<file path="src/rtl/imem_loader.sv">
// Instruction-memory loader: receives a little-endian byte stream made of a
// 32-bit word count followed by that many words. Each word is written to
// instruction memory with a one-cycle we strobe, and a running checksum of
// the written words is kept.
module imem_loader #(
   parameter int ADDR_W = 14
) (
   input  logic              clk,
   input  logic              rst_n,
   input  logic              start,
   input  logic [7:0]        in_data,
   input  logic              in_valid,
   output logic              in_ready,
   output logic              we,
   output logic [ADDR_W-1:0] waddr,
   output logic [31:0]       wdata,
   output logic              busy,
   output logic              done,
   output logic              err,
   output logic [31:0]       csum
);

   typedef enum logic [2:0] {
      S_IDLE, S_LEN, S_DATA, S_WRITE, S_DONE, S_ERR
   } state_t;

   // Largest legal word count; counts are compared in 33 bits so 2^32-1 cannot alias
   localparam logic [32:0]     DEPTH = 33'(1) << ADDR_W;
   localparam logic [ADDR_W:0] ONE   = (ADDR_W+1)'(1);

   state_t          state;
   logic [1:0]      bcnt;     // byte position within the current 4-byte group
   logic [31:0]     shreg;    // assembly buffer, kept apart from wdata so wdata holds
   logic [ADDR_W:0] idx;      // one bit wider so idx can reach a count of 2^ADDR_W
   logic [ADDR_W:0] nwords;

   logic        xfer;
   logic [31:0] word_nxt;
   logic [ADDR_W:0] idx_inc;

   assign xfer     = in_valid && in_ready;
   // Bytes enter at the top, so after four shifts the first byte sits in [7:0]
   assign word_nxt = {in_data, shreg[31:8]};
   assign idx_inc  = idx + ONE;

   // Loader FSM; every output is a register updated alongside the state
   always_ff @(posedge clk or negedge rst_n) begin
      if (!rst_n) begin
         state    <= S_IDLE;
         bcnt     <= '0;
         shreg    <= '0;
         idx      <= '0;
         nwords   <= '0;
         in_ready <= 1'b0;
         we       <= 1'b0;
         waddr    <= '0;
         wdata    <= '0;
         busy     <= 1'b0;
         done     <= 1'b0;
         err      <= 1'b0;
         csum     <= '0;
      end else begin
         case (state)
            S_IDLE, S_DONE, S_ERR: begin
               if (start) begin
                  state    <= S_LEN;
                  bcnt     <= '0;
                  idx      <= '0;
                  csum     <= '0;
                  done     <= 1'b0;
                  err      <= 1'b0;
                  in_ready <= 1'b1;
                  busy     <= 1'b1;
               end
            end
            S_LEN: begin
               if (xfer) begin
                  shreg <= word_nxt;
                  bcnt  <= bcnt + 2'd1;
                  if (bcnt == 2'd3) begin
                     if (word_nxt == 32'd0) begin
                        state    <= S_DONE;
                        in_ready <= 1'b0;
                        busy     <= 1'b0;
                        done     <= 1'b1;
                     end else if ({1'b0, word_nxt} > DEPTH) begin
                        state    <= S_ERR;
                        in_ready <= 1'b0;
                        busy     <= 1'b0;
                        err      <= 1'b1;
                     end else begin
                        state  <= S_DATA;
                        nwords <= word_nxt[ADDR_W:0];
                     end
                  end
               end
            end
            S_DATA: begin
               if (xfer) begin
                  shreg <= word_nxt;
                  bcnt  <= bcnt + 2'd1;
                  if (bcnt == 2'd3) begin
                     state    <= S_WRITE;
                     in_ready <= 1'b0;
                     we       <= 1'b1;
                     waddr    <= idx[ADDR_W-1:0];
                     wdata    <= word_nxt;
                  end
               end
            end
            S_WRITE: begin
               we   <= 1'b0;
               csum <= csum + wdata;
               idx  <= idx_inc;
               if (idx_inc == nwords) begin
                  state <= S_DONE;
                  busy  <= 1'b0;
                  done  <= 1'b1;
               end else begin
                  state    <= S_DATA;
                  in_ready <= 1'b1;
               end
            end
            default: begin
               state    <= S_IDLE;
               in_ready <= 1'b0;
               we       <= 1'b0;
               busy     <= 1'b0;
               done     <= 1'b0;
               err      <= 1'b0;
            end
         endcase
      end
   end

endmodule

</file>
<file path="config.mk">
export PLATFORM = sky130hd
export DESIGN_NAME = imem_loader
export DESIGN_NICKNAME = d
export VERILOG_FILES = /design/src/rtl/imem_loader.sv
export SDC_FILE = /design/constraint.sdc
export NUM_CORES = 1
export LEC_CHECK = 0
export BUFFER_PORTS_ARGS = -buffer_cell sky130_fd_sc_hd__buf_2
export CAP_MARGIN = 20
export CORE_AREA = 5 5 121 123
export DETAILED_ROUTE_END_ITERATION = 8
export DIE_AREA = 0 0 126 128
export GPL_TIMING_DRIVEN = 0
export MAX_ROUTING_LAYER = met4
export PLACE_DENSITY = 0.83
export SLEW_MARGIN = 25
export SYNTH_ARGS = -nofsm -noshare
export SYNTH_HDL_FRONTEND = slang
export SYNTH_SLANG_ARGS = --single-unit
</file>
<file path="constraint.sdc">
create_clock -name clk -period 3.36 [get_ports clk]
set_input_delay 0.336 -clock clk [delete_from_list [all_inputs] [get_ports clk]]
set_output_delay 0.336 -clock clk [all_outputs]
set_load 0.05 [all_outputs]
</file>
Word-level counts from Yosys, hierarchy flattened

Cells that the tools add are included.

Bits in registers: 150
Bits of input ports: 12
Output and inout bits: 83
Word-level logic and storage cells: 102

Add/sub/neg operators: 3
Order comparisons: 1
Equality and inequality tests: 19
Multiplexer cells: 41
Bitwise gates (word level): 5
Reductions and logical operators: 20

Operators with widths:

| cell                  | count |
|---|---|
| $pmux 32 s2           | 1 |
| $add 32x32->32        | 1 |
| $gt 32x15->1 const B  | 1 |
| $logic_not 32->1      | 1 |
| $mux 32               | 1 |
| $pmux 15 s2           | 1 |
| $mux 3                | 8 |
| $mux 1                | 20 |
| $ne 2x2->1 const B    | 10 |
| $reduce_and 6->1      | 3 |
| $add 15x1->15 const B | 1 |
| $eq 15x15->1          | 1 |
| $mux 15               | 1 |
| $pmux 1 s4            | 3 |
| $pmux 3 s4            | 1 |
| $reduce_and 5->1      | 2 |
| $reduce_and 3->1      | 3 |
| $reduce_and 7->1      | 1 |
| $eq 3x2->1 const B    | 2 |
| $eq 3x3->1 const B    | 2 |
| $not 1->1             | 5 |
| $mux 2                | 2 |
| $pmux 2 s2            | 1 |
| $reduce_and 2->1      | 2 |
| 13 further kinds      | 15 |

Depth between registers and ports, before layout

Word-level depth: 6
Mapped depth: 11
Depth with buffers taken out: 11

Least setup slack after synthesis

OpenSTA, ideal clock, no wires.

Path type: reg2reg
From: register wdata[0]
To: register csum[24]
Arrival: 2,851 ps
Path slack: 374 ps
Stages on the path, launching flop included: 12
Buffers on the path: 0
Clock period less this slack: 2,986 ps
Cell sequence: dfrtp_1 -> ha_1 -> fa_1 -> a21o_1 -> a21oi_1 -> o21ai_1 -> o211ai_1 -> a311o_1 -> o22ai_2 -> o311ai_1 -> nor3b_1 -> o31ai_1

Cells in the longest elaborated chain, start to end: 2

Ends and longest elaborated chain:

| element                | line | source |
|---|---|---|
| start, declared        | 16   | `output logic [31:0] wdata,` |
| start signal, assigned | 107  | `wdata <= word_nxt;` |
| $add 32x32->32         | 113  | `csum <= csum + wdata;` |
| $pmux 32 s2            | 63   | `case (state)` |
| end signal, assigned   | 113  |  |
| end, declared          | 20   | `output logic [31:0] csum` |

Every way passes these cells.
A chain may end at the register's enable or synchronous reset.

Worst setup path in the final report

From: register idx[0]
To: register in_ready

Cells in the longest elaborated chain, start to end: 4

Ends and longest elaborated chain:

| element                           | line | source |
|---|---|---|
| start, declared                   | 34   | `logic [ADDR_W:0] idx;` |
| start signal, assigned            | 114  | `idx <= idx_inc;` |
| $add 15x1->15                     | 44   | `assign idx_inc = idx + ONE;` |
| $eq 15x15->1                      | 115  | `if (idx_inc == nwords) begin` |
| $ne 2x2->1 (no source line)       | --   |  |
| $reduce_and 7->1 (no source line) | --   |  |
| end signal, assigned              | 54   | `in_ready <= 1'b0;` |
| end signal, assigned              | 121  | `in_ready <= 1'b1;` |
| end signal, assigned              | 126  | `in_ready <= 1'b0;` |
| end, declared                     | 13   | `output logic in_ready,` |

Every way passes these cells.

==> results.yml <==
outcome:
  status: "finished clean"
yosys:
  synthArstFlopShare: 1.00
  ys_warn_count: 0
  syn_nets: 757
  ys_ff_latch: 142
  synth_area_leaders: "dfrtp_1 47%, mux2_2 13%, ha_1 5.5%"
  yosysTopAreaCell: "dfrtp_1"
  synth_flop_cell: "dfrtp_1"
  yosysTopAreaCellShare: 0.470
  synthDistinctLibCells: 59
  synth-edff-count: 0
  postSynthCellCount: 711
  ys_seq_area_frac: 0.470
  syn_area_um2: 7550
  synth_area_per_cell_um2: 10.6
detailed_routing:
  ant_nets: 0
  first_pass_iters: 6
  avgViaCountPerCell: 6.06
  dr_total_vias: 6180
  wl_per_cell_um: 18.6
  first_iter_violations: 581
  wirelength_mm: 19.0
  drc: 0
min_path:
  min-delay-start: "in_data[7]"
  holdCritPathClass: "in2reg"
  hold_end: "shreg[31]$_DFFE_PN0P_"
  hold-path-cell-count: 2
global_routing:
  grt_pass1_wl_mm: 31.1
  antenna_found_initial: 0
  grtUsageTotal: 0.247
  grt_overflow: 0
  grt_max_degree: 87
  grt_pass1_vias: 6046
floorplanning:
  die-area_um2: 16100
  core_area_um2: 13600
  io_pins: 95
  fp.dieW_um: 126
  start_util: 0.557
  dieHeight_um: 128
  rows: 43
final_layout:
  seq_area_um2: 3550
  antenna_cells: 0
  fillers: 1046
  multi_input_area_um2: 3840
  syn_to_final_growth_pct: 17.4
  post-route-util: 0.654
  nNetsFinal: 872
  layout.cells.non_filler: 1019
  layout-drive-gt1-share: 0.274
  final_area_um2: 8870
clocking:
  clkTransAtPathRegs_ns: 0.06
  tritoncts: "yes"
  htree_levels: 4
  worstSkewPairLatency_ns: 0.43
  clock_path_buffers: 2
  clkSinkCount: 142
  cts_root_buf: "clkbuf_16"
  cts_buffers: 17
timing:
  setup_viol: 0
  fin_tns_setup_ns: 0
  worst_clock_skew_ns: 0.0104
  max_freq_mhz: 316
  slew_headroom: 0.374
  finalCritPeriodShare: 0.942
  hold_viol_final: 0
  whs_ns: 0.178
  rsz0062_at_grt: "false"
  worst_slew_pin_slew_ns: 0.935
  min_period_ns: 3.17
  slew_viol_final: 0
run:
  maxCapViolations: 0
critical_path:
  cp_slowest_cell: "dfrtp_1"
  cp.arrival_ns: 3.45
  cp_slowest_stage_delay_ns: 0.50
  critPathRequiredTime_ns: 3.65
  ff2ff_path_depth: 9
  cp_max_fo: 6
  reg2reg_from: "idx[0]$_DFFE_PN0P_"
  cp_cell_sequence: "ha_1 > and4_1 > nor3b_2 > nand4_1 > xnor2_1 > a2111oi_0 > nand4_1 > o32ai_1 > a22oi_1"
  critical_path_class: "reg2reg"
  crit_top_cell: "nand4_1"
  reg2reg_to: "in_ready$_DFFE_PN0P_"
  cp-start-kind: "flop"
  reg2reg_slack_ns: 0.19
  end_kind: "flop"
power_and_ir_drop:
  ir_drop_mv: 0.310
  leakage_nw: 4.42
  power.density_nw_per_um2: 510
place:
  gp_congestion: 0.906
  hpwl_mm: 13.1
  placed_cell_area_um2: 8290
  numPortBuffers: 94
  place_inst: 986
-- logic make-up after synthesis --
| family | synth area share |
|---|---|
| AO/OA/AOI/OAI | 0.151 |
| buffers and inverters | 0.0232 |
| multiplexers | 0.135 |
| XOR/XNOR | 0.0533 |
| adder cells (fa/ha/maj) | 0.0573 |
| flip-flops | 0.470 |
| AND/OR/NAND/NOR | 0.110 |
-- routing by layer --
| layer | routed length, um | up-vias | GRT usage |
|---|---|---|---|
| met5 | 0 | - | - |
| met4 | 494 | 0 | 0.0858 |
| met3 | 1120 | 43 | 0.0504 |
| met2 | 9280 | 243 | 0.394 |
| met1 | 8060 | 3047 | 0.319 |
| li1 | - | 2847 | - |
-- cell usage after synthesis, drive strengths merged, types with 8 or more instances --
cell and instances:
mux2 86, dfrtp 142, nor3 11, nand3 11
a21oi 40, ha 33, xnor2 28, xor2 18
clkbuf 20, nand4 9, nor4 8, and3 8
nand2 65, buf 10, inv 13, o21ai 68
a21o 15, a31oi 8, nor2 32
-- critical path: cells and delay by family (launching register included) --
family,cells,cell delay (ns)
compound gates,3,0.76
xor+xnor,1,0.20
fa+ha+maj,1,0.29
flops,1,0.50
simple gates,4,1.28
-- area by class of cell --
class / instances / share of cell area
inverters: 14 / 0.00592
plain buffers: 30 / 0.0138
flip-flops and latches: 142 / 0.401
well taps: 180 / 0.0254
repair buffers: 96 / 0.0584
clock inverters: 14 / 0.0135
multi-input cells: 525 / 0.433
clock buffers: 18 / 0.0495
-- power breakdown --
part	switching, W	total, W	internal [W]	leakage, nW
Sequential	0.000259	0.00215	0.00189	1.93
Combinational	0.000335	0.000583	0.000248	2.23
Clock	0.000804	0.00179	0.000987	0.264
Total	0.00140	0.00452	0.00312	4.42
-- through the flow --
| step | worst slack [ns] | power (W) |
|---|---|---|
| global route | 0.0423 | 0.00470 |
| detailed placement | 0.142 | 0.00274 |
| CTS | 0.104 | 0.00453 |
| finish | 0.195 | 0.00452 |
| global placement | -0.0160 | 0.00270 |
| floorplan | 0.374 | 0.00247 |
-- cells in the final DEF, fill, tap and decap left out, types with 4 or more instances in the layout --
master | Yosys | layout
o21ai_0 | 55 | 55
a31oi_1 | 8 | 8
a21o_1 | 15 | 15
a21oi_1 | 39 | 38
o21ai_1 | 13 | 13
nand4_1 | 9 | 9
nand2b_1 | 5 | 5
nand2_1 | 65 | 65
nor3_1 | 11 | 11
dfrtp_1 | 142 | 142
xnor2_1 | 28 | 28
nor2_1 | 32 | 31
inv_1 | 13 | 13
mux2i_1 | 5 | 5
nand3_1 | 11 | 11
a22o_1 | 4 | 4
o31ai_1 | 6 | 6
mux2_2 | 86 | 86
clkbuf_1 | 20 | 20
clkbuf_16 | 0 | 17
xor2_1 | 18 | 18
buf_2 | 8 | 101
nor4_1 | 8 | 8
ha_1 | 33 | 33
inv_6 | 0 | 8
clkinvlp_4 | 0 | 4
and3_1 | 8 | 8
o21bai_1 | 5 | 5
-- sequential cells by signal, summed over array words and instances (netlist names) --
name      cells
state         3
err           1
bcnt          2
shreg        24
busy          1
nwords       15
csum         32
wdata        32
we            1
done          1
in_ready      1
idx          15
waddr        14
-- what timing repair did --
item / CTS / global route
hold endpoints to repair: 56 / 0
endpoints found under the setup margin: 0 / 1
gates resized for setup: 0 / 2
hold buffers: 1 / 0
buffers inserted: 0 / 0
-- how the worst max path moves through the flow --
stage | cells after the start | start | end | slack, ns
2_1_floorplan | 11 | wdata[0]$_DFFE_PN0P_ | csum[24]$_DFFE_PN0P_ | 0.37
3_3_place_gp | 1 | rst_n | csum[15]$_DFFE_PN0P_ | -0.02
3_5_place_dp | 11 | wdata[0]$_DFFE_PN0P_ | csum[24]$_DFFE_PN0P_ | 0.14
4_1_cts | 11 | wdata[0]$_DFFE_PN0P_ | csum[24]$_DFFE_PN0P_ | 0.10
5_1_grt | 11 | wdata[0]$_DFFE_PN0P_ | csum[24]$_DFFE_PN0P_ | 0.04
6_report | 9 | idx[0]$_DFFE_PN0P_ | in_ready$_DFFE_PN0P_ | 0.19
Power figures use the tool's default switching activity.
